--- src/rtl/ctrl_pipe_regs_pkg.sv ---
// Shared types for the control pipeline registers: stage control slices, bubble constants,
// forwarding select codes and the register-match helper used by the hazard logic.
package ctrl_pipe_regs_pkg;

    localparam int CTRL_W = 17;
    localparam int REG_AW = 5;
    localparam int CNT_W  = 16;

    typedef enum logic [2:0] {
        BRU_NOP  = 3'd0,
        BRU_BEQ  = 3'd1,
        BRU_BNE  = 3'd2,
        BRU_BLT  = 3'd3,
        BRU_BGE  = 3'd4,
        BRU_BLTU = 3'd5,
        BRU_BGEU = 3'd6,
        BRU_JAL  = 3'd7
    } bru_op_e;

    typedef struct packed {
        logic       jalr;
        bru_op_e    bruOp;
        logic [3:0] aluOp;
        logic [1:0] aluSrc;
    } ex_ctrl_t;

    typedef struct packed {
        logic [2:0] memOp;
        logic       memWr;
        logic       memRd;
    } mem_ctrl_t;

    typedef struct packed {
        logic regWr;
        logic memToReg;
    } wb_ctrl_t;

    // Full decoder bus; field order matches the bit layout of id_ctrl
    typedef struct packed {
        ex_ctrl_t  ex;
        mem_ctrl_t mem;
        wb_ctrl_t  wb;
    } ctrl_t;

    typedef struct packed {
        mem_ctrl_t mem;
        wb_ctrl_t  wb;
    } mem_stage_t;

    localparam ctrl_t      CTRL_NOP = '0;
    localparam mem_stage_t MEM_NOP  = '0;
    localparam wb_ctrl_t   WB_NOP   = '0;

    localparam logic [1:0] FWD_RF  = 2'b00;
    localparam logic [1:0] FWD_MEM = 2'b01;
    localparam logic [1:0] FWD_WB  = 2'b10;

    function automatic logic readsReg(input logic en,
                                      input logic [REG_AW-1:0] rs,
                                      input logic [REG_AW-1:0] rd);
        return en && (rs == rd) && (rd != '0);
    endfunction

endpackage

--- src/rtl/ctrl_pipe_regs_if.sv ---
// Decode-side inputs and per-stage outputs of the control pipeline registers.
// The fwd_a/fwd_b selects exist only when CTRL_PIPE_FWD_EN is defined.
interface ctrl_pipe_regs_if #(
    parameter int CTRL_W = ctrl_pipe_regs_pkg::CTRL_W,
    parameter int REG_AW = ctrl_pipe_regs_pkg::REG_AW,
    parameter int CNT_W  = ctrl_pipe_regs_pkg::CNT_W
) ();
    import ctrl_pipe_regs_pkg::*;

    logic              id_valid;
    logic [CTRL_W-1:0] id_ctrl;
    logic [REG_AW-1:0] id_rd;
    logic [REG_AW-1:0] id_rs1;
    logic [REG_AW-1:0] id_rs2;
    logic              id_use_rs1;
    logic              id_use_rs2;
    logic              mem_stall;
    logic              flush;

    logic              id_stall;
    logic              ex_valid;
    logic              mem_valid;
    logic              wb_valid;
    ex_ctrl_t          ex_ctrl;
    mem_ctrl_t         mem_ctrl;
    wb_ctrl_t          wb_ctrl;
    logic [REG_AW-1:0] ex_rd;
    logic [REG_AW-1:0] mem_rd;
    logic [REG_AW-1:0] wb_rd;
    logic [CNT_W-1:0]  ld_use_cnt;
`ifdef CTRL_PIPE_FWD_EN
    logic [1:0]        fwd_a;
    logic [1:0]        fwd_b;
`endif

    modport master (
        output id_valid, id_ctrl, id_rd, id_rs1, id_rs2, id_use_rs1, id_use_rs2,
        output mem_stall, flush,
`ifdef CTRL_PIPE_FWD_EN
        input  fwd_a, fwd_b,
`endif
        input  id_stall, ex_valid, mem_valid, wb_valid, ex_ctrl, mem_ctrl, wb_ctrl,
        input  ex_rd, mem_rd, wb_rd, ld_use_cnt
    );

    modport slave (
        input  id_valid, id_ctrl, id_rd, id_rs1, id_rs2, id_use_rs1, id_use_rs2,
        input  mem_stall, flush,
`ifdef CTRL_PIPE_FWD_EN
        output fwd_a, fwd_b,
`endif
        output id_stall, ex_valid, mem_valid, wb_valid, ex_ctrl, mem_ctrl, wb_ctrl,
        output ex_rd, mem_rd, wb_rd, ld_use_cnt
    );

endinterface

--- src/rtl/ctrl_pipe_regs_hazard_unit.sv ---
// Combinational hazard detection for the decode stage and, with CTRL_PIPE_FWD_EN defined,
// EX operand forwarding selects. Holds no state.
module ctrl_pipe_regs_hazard_unit
    import ctrl_pipe_regs_pkg::*;
(
    input  logic              idValid_i,
    input  logic [REG_AW-1:0] idRs1_i,
    input  logic [REG_AW-1:0] idRs2_i,
    input  logic              idUseRs1_i,
    input  logic              idUseRs2_i,
    input  logic              exValid_i,
    input  logic [REG_AW-1:0] exRd_i,
    input  logic              exMemRd_i,
    input  logic              memValid_i,
    input  logic [REG_AW-1:0] memRd_i,
    input  logic              memRegWr_i,
`ifdef CTRL_PIPE_FWD_EN
    input  logic [REG_AW-1:0] exRs1_i,
    input  logic [REG_AW-1:0] exRs2_i,
    input  logic              wbValid_i,
    input  logic [REG_AW-1:0] wbRd_i,
    input  logic              wbRegWr_i,
    output logic [1:0]        fwdA_o,
    output logic [1:0]        fwdB_o,
`else
    input  logic              exRegWr_i,
`endif
    output logic              hazard_o,
    output logic              loadUse_o
);

    logic idDepEx;

    assign idDepEx   = readsReg(idUseRs1_i, idRs1_i, exRd_i) || readsReg(idUseRs2_i, idRs2_i, exRd_i);
    assign loadUse_o = idValid_i && exValid_i && exMemRd_i && idDepEx;

`ifdef CTRL_PIPE_FWD_EN
    logic memWrites;
    logic wbWrites;

    assign memWrites = memValid_i && memRegWr_i;
    assign wbWrites  = wbValid_i && wbRegWr_i;
    assign hazard_o  = loadUse_o;

    // The younger producer in MEM holds the newer value, so it beats WB
    always_comb begin
        fwdA_o = FWD_RF;
        fwdB_o = FWD_RF;
        if (memWrites && readsReg(1'b1, exRs1_i, memRd_i)) begin
            fwdA_o = FWD_MEM;
        end else if (wbWrites && readsReg(1'b1, exRs1_i, wbRd_i)) begin
            fwdA_o = FWD_WB;
        end
        if (memWrites && readsReg(1'b1, exRs2_i, memRd_i)) begin
            fwdB_o = FWD_MEM;
        end else if (wbWrites && readsReg(1'b1, exRs2_i, wbRd_i)) begin
            fwdB_o = FWD_WB;
        end
    end
`else
    logic idDepMem;

    // Without bypass paths the consumer waits until the producer sits in WB
    assign idDepMem = readsReg(idUseRs1_i, idRs1_i, memRd_i) || readsReg(idUseRs2_i, idRs2_i, memRd_i);
    assign hazard_o = loadUse_o ||
                      (idValid_i && ((exValid_i && exRegWr_i && idDepEx) ||
                                     (memValid_i && memRegWr_i && idDepMem)));
`endif

endmodule

--- src/rtl/ctrl_pipe_regs.sv ---
// ID/EX, EX/MEM and MEM/WB control registers with bubble insertion for stalls and flushes.
// Defining CTRL_PIPE_FWD_EN tracks EX source tags and drives forwarding selects.
module ctrl_pipe_regs
    import ctrl_pipe_regs_pkg::*;
#(
    parameter int CTRL_W = ctrl_pipe_regs_pkg::CTRL_W,
    parameter int REG_AW = ctrl_pipe_regs_pkg::REG_AW,
    parameter int CNT_W  = ctrl_pipe_regs_pkg::CNT_W
) (
    input logic             clk,
    input logic             rst,
    ctrl_pipe_regs_if.slave bus
);

    logic [CTRL_W-1:0] idCtrlRaw;
    ctrl_t             idCtrl;
    logic              hazard;
    logic              loadUse;

    logic              exValid_q,  exValid_d;
    ctrl_t             exCtrl_q,   exCtrl_d;
    logic [REG_AW-1:0] exRd_q,     exRd_d;
    logic              memValid_q, memValid_d;
    mem_stage_t        memCtrl_q,  memCtrl_d;
    logic [REG_AW-1:0] memRd_q,    memRd_d;
    logic              wbValid_q,  wbValid_d;
    wb_ctrl_t          wbCtrl_q,   wbCtrl_d;
    logic [REG_AW-1:0] wbRd_q,     wbRd_d;
    logic [CNT_W-1:0]  ldUseCnt_q, ldUseCnt_d;
`ifdef CTRL_PIPE_FWD_EN
    logic [REG_AW-1:0] exRs1_q,    exRs1_d;
    logic [REG_AW-1:0] exRs2_q,    exRs2_d;
`endif

    assign idCtrlRaw = bus.id_ctrl;
    assign idCtrl    = ctrl_t'(idCtrlRaw);

    ctrl_pipe_regs_hazard_unit u_hazard (
        .idValid_i  (bus.id_valid),
        .idRs1_i    (bus.id_rs1),
        .idRs2_i    (bus.id_rs2),
        .idUseRs1_i (bus.id_use_rs1),
        .idUseRs2_i (bus.id_use_rs2),
        .exValid_i  (exValid_q),
        .exRd_i     (exRd_q),
        .exMemRd_i  (exCtrl_q.mem.memRd),
        .memValid_i (memValid_q),
        .memRd_i    (memRd_q),
        .memRegWr_i (memCtrl_q.wb.regWr),
`ifdef CTRL_PIPE_FWD_EN
        .exRs1_i    (exRs1_q),
        .exRs2_i    (exRs2_q),
        .wbValid_i  (wbValid_q),
        .wbRd_i     (wbRd_q),
        .wbRegWr_i  (wbCtrl_q.regWr),
        .fwdA_o     (bus.fwd_a),
        .fwdB_o     (bus.fwd_b),
`else
        .exRegWr_i  (exCtrl_q.wb.regWr),
`endif
        .hazard_o   (hazard),
        .loadUse_o  (loadUse)
    );

    // Memory stall freezes EX/MEM and drains WB so no register write repeats;
    // flush and hazards both turn the incoming ID slot into a bubble
    always_comb begin
        exValid_d  = exValid_q;
        exCtrl_d   = exCtrl_q;
        exRd_d     = exRd_q;
        memValid_d = memValid_q;
        memCtrl_d  = memCtrl_q;
        memRd_d    = memRd_q;
        wbValid_d  = 1'b0;
        wbCtrl_d   = WB_NOP;
        wbRd_d     = '0;
        ldUseCnt_d = ldUseCnt_q;
`ifdef CTRL_PIPE_FWD_EN
        exRs1_d    = exRs1_q;
        exRs2_d    = exRs2_q;
`endif
        if (!bus.mem_stall) begin
            wbValid_d  = memValid_q;
            wbCtrl_d   = memCtrl_q.wb;
            wbRd_d     = memRd_q;
            memValid_d = exValid_q;
            memCtrl_d  = '{mem: exCtrl_q.mem, wb: exCtrl_q.wb};
            memRd_d    = exRd_q;
            if (bus.flush || hazard || !bus.id_valid) begin
                exValid_d = 1'b0;
                exCtrl_d  = CTRL_NOP;
                exRd_d    = '0;
`ifdef CTRL_PIPE_FWD_EN
                exRs1_d   = '0;
                exRs2_d   = '0;
`endif
            end else begin
                exValid_d = 1'b1;
                exCtrl_d  = idCtrl;
                exRd_d    = bus.id_rd;
`ifdef CTRL_PIPE_FWD_EN
                exRs1_d   = bus.id_rs1;
                exRs2_d   = bus.id_rs2;
`endif
            end
            if (!bus.flush && loadUse && (ldUseCnt_q != '1)) begin
                ldUseCnt_d = ldUseCnt_q + 1'b1;
            end
        end
    end

    always_ff @(posedge clk) begin
        if (rst) begin
            exValid_q  <= 1'b0;
            exCtrl_q   <= CTRL_NOP;
            exRd_q     <= '0;
            memValid_q <= 1'b0;
            memCtrl_q  <= MEM_NOP;
            memRd_q    <= '0;
            wbValid_q  <= 1'b0;
            wbCtrl_q   <= WB_NOP;
            wbRd_q     <= '0;
            ldUseCnt_q <= '0;
`ifdef CTRL_PIPE_FWD_EN
            exRs1_q    <= '0;
            exRs2_q    <= '0;
`endif
        end else begin
            exValid_q  <= exValid_d;
            exCtrl_q   <= exCtrl_d;
            exRd_q     <= exRd_d;
            memValid_q <= memValid_d;
            memCtrl_q  <= memCtrl_d;
            memRd_q    <= memRd_d;
            wbValid_q  <= wbValid_d;
            wbCtrl_q   <= wbCtrl_d;
            wbRd_q     <= wbRd_d;
            ldUseCnt_q <= ldUseCnt_d;
`ifdef CTRL_PIPE_FWD_EN
            exRs1_q    <= exRs1_d;
            exRs2_q    <= exRs2_d;
`endif
        end
    end

    assign bus.id_stall   = !rst && (bus.mem_stall || (!bus.flush && hazard));
    assign bus.ex_valid   = exValid_q;
    assign bus.ex_ctrl    = exCtrl_q.ex;
    assign bus.ex_rd      = exRd_q;
    assign bus.mem_valid  = memValid_q;
    assign bus.mem_ctrl   = memCtrl_q.mem;
    assign bus.mem_rd     = memRd_q;
    assign bus.wb_valid   = wbValid_q;
    assign bus.wb_ctrl    = wbCtrl_q;
    assign bus.wb_rd      = wbRd_q;
    assign bus.ld_use_cnt = ldUseCnt_q;

endmodule

--- src/flat_wrapper.sv ---
// flat-port wrapper written by rule: the top's interface ports become plain ports
module ctrl_pipe_regs_flat import ctrl_pipe_regs_pkg::*;
#(
    parameter int CTRL_W = ctrl_pipe_regs_pkg::CTRL_W,
    parameter int REG_AW = ctrl_pipe_regs_pkg::REG_AW,
    parameter int CNT_W  = ctrl_pipe_regs_pkg::CNT_W
)
  (clk, rst, bus_id_valid, bus_id_ctrl, bus_id_rd, bus_id_rs1, bus_id_rs2, bus_id_use_rs1, bus_id_use_rs2, bus_mem_stall, bus_flush, bus_id_stall, bus_ex_valid, bus_mem_valid, bus_wb_valid, bus_ex_ctrl, bus_mem_ctrl, bus_wb_ctrl, bus_ex_rd, bus_mem_rd, bus_wb_rd, bus_ld_use_cnt);
  ctrl_pipe_regs_if #(.CTRL_W(CTRL_W), .REG_AW(REG_AW), .CNT_W(CNT_W)) bus_i ();
  input logic clk;
  input logic rst;
  input wire logic [$bits(bus_i.id_valid)-1:0] bus_id_valid;
  input wire logic [$bits(bus_i.id_ctrl)-1:0] bus_id_ctrl;
  input wire logic [$bits(bus_i.id_rd)-1:0] bus_id_rd;
  input wire logic [$bits(bus_i.id_rs1)-1:0] bus_id_rs1;
  input wire logic [$bits(bus_i.id_rs2)-1:0] bus_id_rs2;
  input wire logic [$bits(bus_i.id_use_rs1)-1:0] bus_id_use_rs1;
  input wire logic [$bits(bus_i.id_use_rs2)-1:0] bus_id_use_rs2;
  input wire logic [$bits(bus_i.mem_stall)-1:0] bus_mem_stall;
  input wire logic [$bits(bus_i.flush)-1:0] bus_flush;
  output wire logic [$bits(bus_i.id_stall)-1:0] bus_id_stall;
  output wire logic [$bits(bus_i.ex_valid)-1:0] bus_ex_valid;
  output wire logic [$bits(bus_i.mem_valid)-1:0] bus_mem_valid;
  output wire logic [$bits(bus_i.wb_valid)-1:0] bus_wb_valid;
  output wire logic [$bits(bus_i.ex_ctrl)-1:0] bus_ex_ctrl;
  output wire logic [$bits(bus_i.mem_ctrl)-1:0] bus_mem_ctrl;
  output wire logic [$bits(bus_i.wb_ctrl)-1:0] bus_wb_ctrl;
  output wire logic [$bits(bus_i.ex_rd)-1:0] bus_ex_rd;
  output wire logic [$bits(bus_i.mem_rd)-1:0] bus_mem_rd;
  output wire logic [$bits(bus_i.wb_rd)-1:0] bus_wb_rd;
  output wire logic [$bits(bus_i.ld_use_cnt)-1:0] bus_ld_use_cnt;
  assign bus_i.id_valid = bus_id_valid;
  assign bus_i.id_ctrl = bus_id_ctrl;
  assign bus_i.id_rd = bus_id_rd;
  assign bus_i.id_rs1 = bus_id_rs1;
  assign bus_i.id_rs2 = bus_id_rs2;
  assign bus_i.id_use_rs1 = bus_id_use_rs1;
  assign bus_i.id_use_rs2 = bus_id_use_rs2;
  assign bus_i.mem_stall = bus_mem_stall;
  assign bus_i.flush = bus_flush;
  assign bus_id_stall = bus_i.id_stall;
  assign bus_ex_valid = bus_i.ex_valid;
  assign bus_mem_valid = bus_i.mem_valid;
  assign bus_wb_valid = bus_i.wb_valid;
  assign bus_ex_ctrl = bus_i.ex_ctrl;
  assign bus_mem_ctrl = bus_i.mem_ctrl;
  assign bus_wb_ctrl = bus_i.wb_ctrl;
  assign bus_ex_rd = bus_i.ex_rd;
  assign bus_mem_rd = bus_i.mem_rd;
  assign bus_wb_rd = bus_i.wb_rd;
  assign bus_ld_use_cnt = bus_i.ld_use_cnt;
  ctrl_pipe_regs #(.CTRL_W(CTRL_W), .REG_AW(REG_AW), .CNT_W(CNT_W)) u_core (.clk(clk), .rst(rst), .bus(bus_i));
endmodule
--- config.mk ---
export PLATFORM = sky130hd
export DESIGN_NAME = ctrl_pipe_regs_flat
export DESIGN_NICKNAME = d
export VERILOG_FILES = /design/src/rtl/ctrl_pipe_regs_pkg.sv /design/src/rtl/ctrl_pipe_regs_if.sv /design/src/rtl/ctrl_pipe_regs_hazard_unit.sv /design/src/rtl/ctrl_pipe_regs.sv /design/src/flat_wrapper.sv
export SDC_FILE = /design/constraint.sdc
export NUM_CORES = 1
export LEC_CHECK = 0
export BUFFER_PORTS_ARGS = -buffer_cell sky130_fd_sc_hd__buf_2
export CORE_AREA = 2 2 58 102
export CTS_CLUSTER_DIAMETER = 120
export DETAILED_ROUTE_END_ITERATION = 16
export DIE_AREA = 0 0 60 104
export GPL_ROUTABILITY_DRIVEN = 0
export HOLD_SLACK_MARGIN = 0.05
export PLACE_DENSITY = 0.89
export SKIP_LAST_GASP = 1
export SLEW_MARGIN = 20
export SYNTH_ARGS = -nofsm -noshare
export SYNTH_HDL_FRONTEND = slang
export SYNTH_SLANG_ARGS = --single-unit
--- constraint.sdc ---
create_clock -name clk -period 2.7 [get_ports clk]
set_input_delay 0.54 -clock clk [delete_from_list [all_inputs] [get_ports clk]]
set_output_delay 0.54 -clock clk [all_outputs]
set_load 0.02 [all_outputs]
==> impl_metrics.csv <==
group,metric,value,unit
synthesis,ys.flop_type,"dfxtp_1",
timing,tightest_slew,0.929,ns
routing,drtAntennaViolNets,0,
routing,drc,0,
cts,cts_hold_buffers,0,
timing,min_period_over_period,93.6,%
cts,clk_latency,0.34,ns
timing,fin_setup_tns,0,ns
synthesis,synth_xor_area_share,8.80,%
floorplanning,start_util,47.5,%
synthesis,netlist_area,2590,sq um
run,cap_violations,0,
timing,post-route-min-period,2.53,ns
setup_path,startpoint_type,"register",
timing,max_freq,396,MHz
final_layout,drive_above_1_share,37.9,%
routing,num_vias,2195,
synthesis,synth-edff-count,0,
global_routing,grt.total_usage,20.0,%
synthesis,ys_warn_count,0,
setup_path,crit_fanout,6,
setup_path,reg2reg_slack,0.30,ns
routing,drtPass1Iterations,4,
placement,hpwl,4400,microns
final_layout,area_delta_synth_final,26.7,%
synthesis,muxShareOfSynthArea,5.85,%
setup_path,crit_top_cell,"a21oi_2",
timing,max_slew_margin,37.9,%
floorplanning,die_h,104,microns
setup_path,startpoint,"u_core.bus.mem_rd[0]",
floorplanning,core,5450,sq um
timing,final-hold-violation-count,0,
setup_path,cp-endpoint,"bus_id_stall",
synthesis,synth_compound_area_share,14.4,%
cts,tritoncts,"done",
final_layout,final_nets,383,
synthesis,synth_top_family_by_area,"simple AND/OR/NAND/NOR gates",
synthesis,synth_fa_ha_area_share,0.484,%
final_layout,final_cell_mix,"90 x buf_2, 56 x dfxtp_1, 25 x nor2_1",
pwr,powerDensity,581,nW/um^2
cts,h-tree-depth,3,
setup_path,worstPathArrival,1.99,ns
synthesis,netlist_instances,257,
global_routing,grt_max_degree,33,
cts,numCtsBuffers,9,
routing,routed_wl,5860,microns
global_routing,grt_remaining_overflow,0,
placement,place_area,3030,sq um
worst_hold_path,hold_class,"input pin to register",
setup_path,critical-path-slowest-cell,"dfxtp_4",
final_layout,design_area,3280,sq um
worst_hold_path,hold_depth,2,
global_routing,grt_pass1_vias,2101,
floorplanning,die_x,60,microns
setup_path,r2r-end,"u_core.bus.ex_rd[1]",
synthesis,syn_nets,297,
setup_path,critPathMaxStageDelay,0.37,ns
setup_path,reg2reg_from,"u_core.bus.mem_rd[0]",
timing,setup_viol,0,
setup_path,cp-end-kind,"primary output",
global_routing,antenna_found_initial,0,
floorplanning,pin_count,91,
setup_path,r2r_cells,6,
routing,drt-initial-drc-count,101,
timing,fin_skew,0.00851,ns
floorplanning,dieArea,6240,sq um
cts,path_clk_slew,0.06,ns
synthesis,yosys.area_share.simple,16.5,%
placement,post-place-ws,0.207,ns
placement,portBuffers,90,
routing,wire_per_inst,13.8,microns
pwr,ir_worst_vdd,442,uV
routing,viasPerCell,5.18,
final_layout,antenna_cells,0,
final_layout,fin_cells,424,
timing,hold_ws,0.407,ns
synthesis,syn_area_per_cell,10.1,sq um
synthesis,synth.distinct_cells,34,
timing,rsz0062_at_grt,"false",
cts,clockRootBuffer,"clkbuf_8",
floorplanning,num_rows,36,
timing,setup_slack,0.172,ns
synthesis,synth-seq-cells,60,
setup_path,crit_required,2.16,ns
setup_path,crit_chain,"xor2_1 -> nor4_1 -> nand3_1 -> a21oi_2 -> a21oi_2 -> o31ai_2 -> buf_2",
status,status,"finished, final reports clean",
timing,report.final.slew_viol_count,0,
setup_path,worstSetupPathType,"register to primary output",
synthesis,synth_async_sr_flop_share,0,%
synthesis,seq_area_frac_synth,46.4,%
cts,cts_sinks,60,
placement,place_inst,407,
cts,clockBufferDepth,2,
global_routing,grt_first_pass_wirelength,9580,microns
final_layout,mostFrequentLayoutCell,"buf_2",
pwr,leakage,1.51,nW
## how the worst min path moves through the flow
stage,from,endpoint
floorplan,u_core.memCtrl_q[0],u_core.bus.wb_ctrl[0]
global placement,u_core.memCtrl_q[0],u_core.bus.wb_ctrl[0]
detailed placement,u_core.memCtrl_q[0],u_core.bus.wb_ctrl[0]
CTS,bus_id_ctrl[13],u_core.bus.ex_ctrl[6]
global route,bus_id_rd[3],u_core.bus.ex_rd[3]
finish,bus_id_ctrl[15],u_core.bus.ex_ctrl[8]
## power by group
part / switching, mW / internal (mW) / total (mW)
Clock: 0.344 / 0.525 / 0.869
Combinational: 0.0703 / 0.0592 / 0.130
Sequential: 0.0100 / 0.895 / 0.905
## cells by family after synthesis
group / Yosys count
AO/OA/AOI/OAI: 47
XOR/XNOR: 26
adder cells (fa/ha/maj): 1
buffers and inverters: 30
flip-flops: 60
multiplexers: 15
AND/OR/NAND/NOR: 78
## through the flow
stage,power (mW),utilization (%)
2_1_floorplan,1.00,-
3_3_place_gp,1.05,55.5
3_5_place_dp,1.06,55.5
4_1_cts,1.92,59.6
5_1_grt,1.97,60.1
6_report,1.90,60.1
## critical path: cells and delay by family, from the launching register on
family                 cells  cell delay, ns
buffers and inverters      1            0.20
XOR/XNOR                   1            0.16
AO/OA/AOI/OAI              3            0.53
AND/OR/NAND/NOR            2            0.40
flip-flops                 1            0.37
## cells in the mapped netlist, drive strengths merged (6+ instances only)
cell | n | area [sq um]
dfxtp | 60 | 1200
nor2 | 25 | 93.8
a22o | 22 | 194
buf | 19 | 154
mux2i | 14 | 140
xnor2 | 13 | 114
xor2 | 13 | 114
a21oi | 10 | 50.1
and2 | 10 | 62.6
nand2 | 8 | 32.5
nand4 | 8 | 65.1
nand3 | 7 | 35.0
clkbuf | 6 | 22.5
o21ai | 6 | 33.8
or4 | 6 | 45.0
## repair_timing
action	in CTS	in global routing
endpoints found under the hold margin	0	0
resized for setup	0	9
setup buffers	0	1
endpoints found under the setup margin	0	1
## area by class of cell
class	instances	area, sq um
clock inverter	3	42.5
multi-input combinational	167	1210
timing repair buffer	100	526
sequential	60	1210
inverter	5	18.8
tap	76	95.1
clock buffer	13	179
fill	479	2170
## state kept, by name, summed over array words and instances, names as in the netlist
name                   cells
u_core.bus.mem_ctrl        5
u_core.bus.ex_rd           5
u_core.bus.wb_valid        1
u_core.bus.wb_rd           5
u_core.bus.mem_valid       1
u_core.bus.mem_rd          5
u_core.memCtrl_q           2
u_core.exCtrl_q            7
u_core.bus.ex_ctrl        10
u_core.bus.wb_ctrl         2
u_core.bus.ex_valid        1
u_core.bus.ld_use_cnt     16
## per-layer routing
layer | track usage, % | vias up | wire length (microns)
li1 | - | 1069 | -
met1 | 21.1 | 1044 | 2280
met2 | 34.0 | 66 | 3130
met3 | 6.09 | 16 | 261
met4 | 10.5 | 0 | 186
met5 | 0 | - | 0
Note: power is estimated with default switching activity, not from simulation.
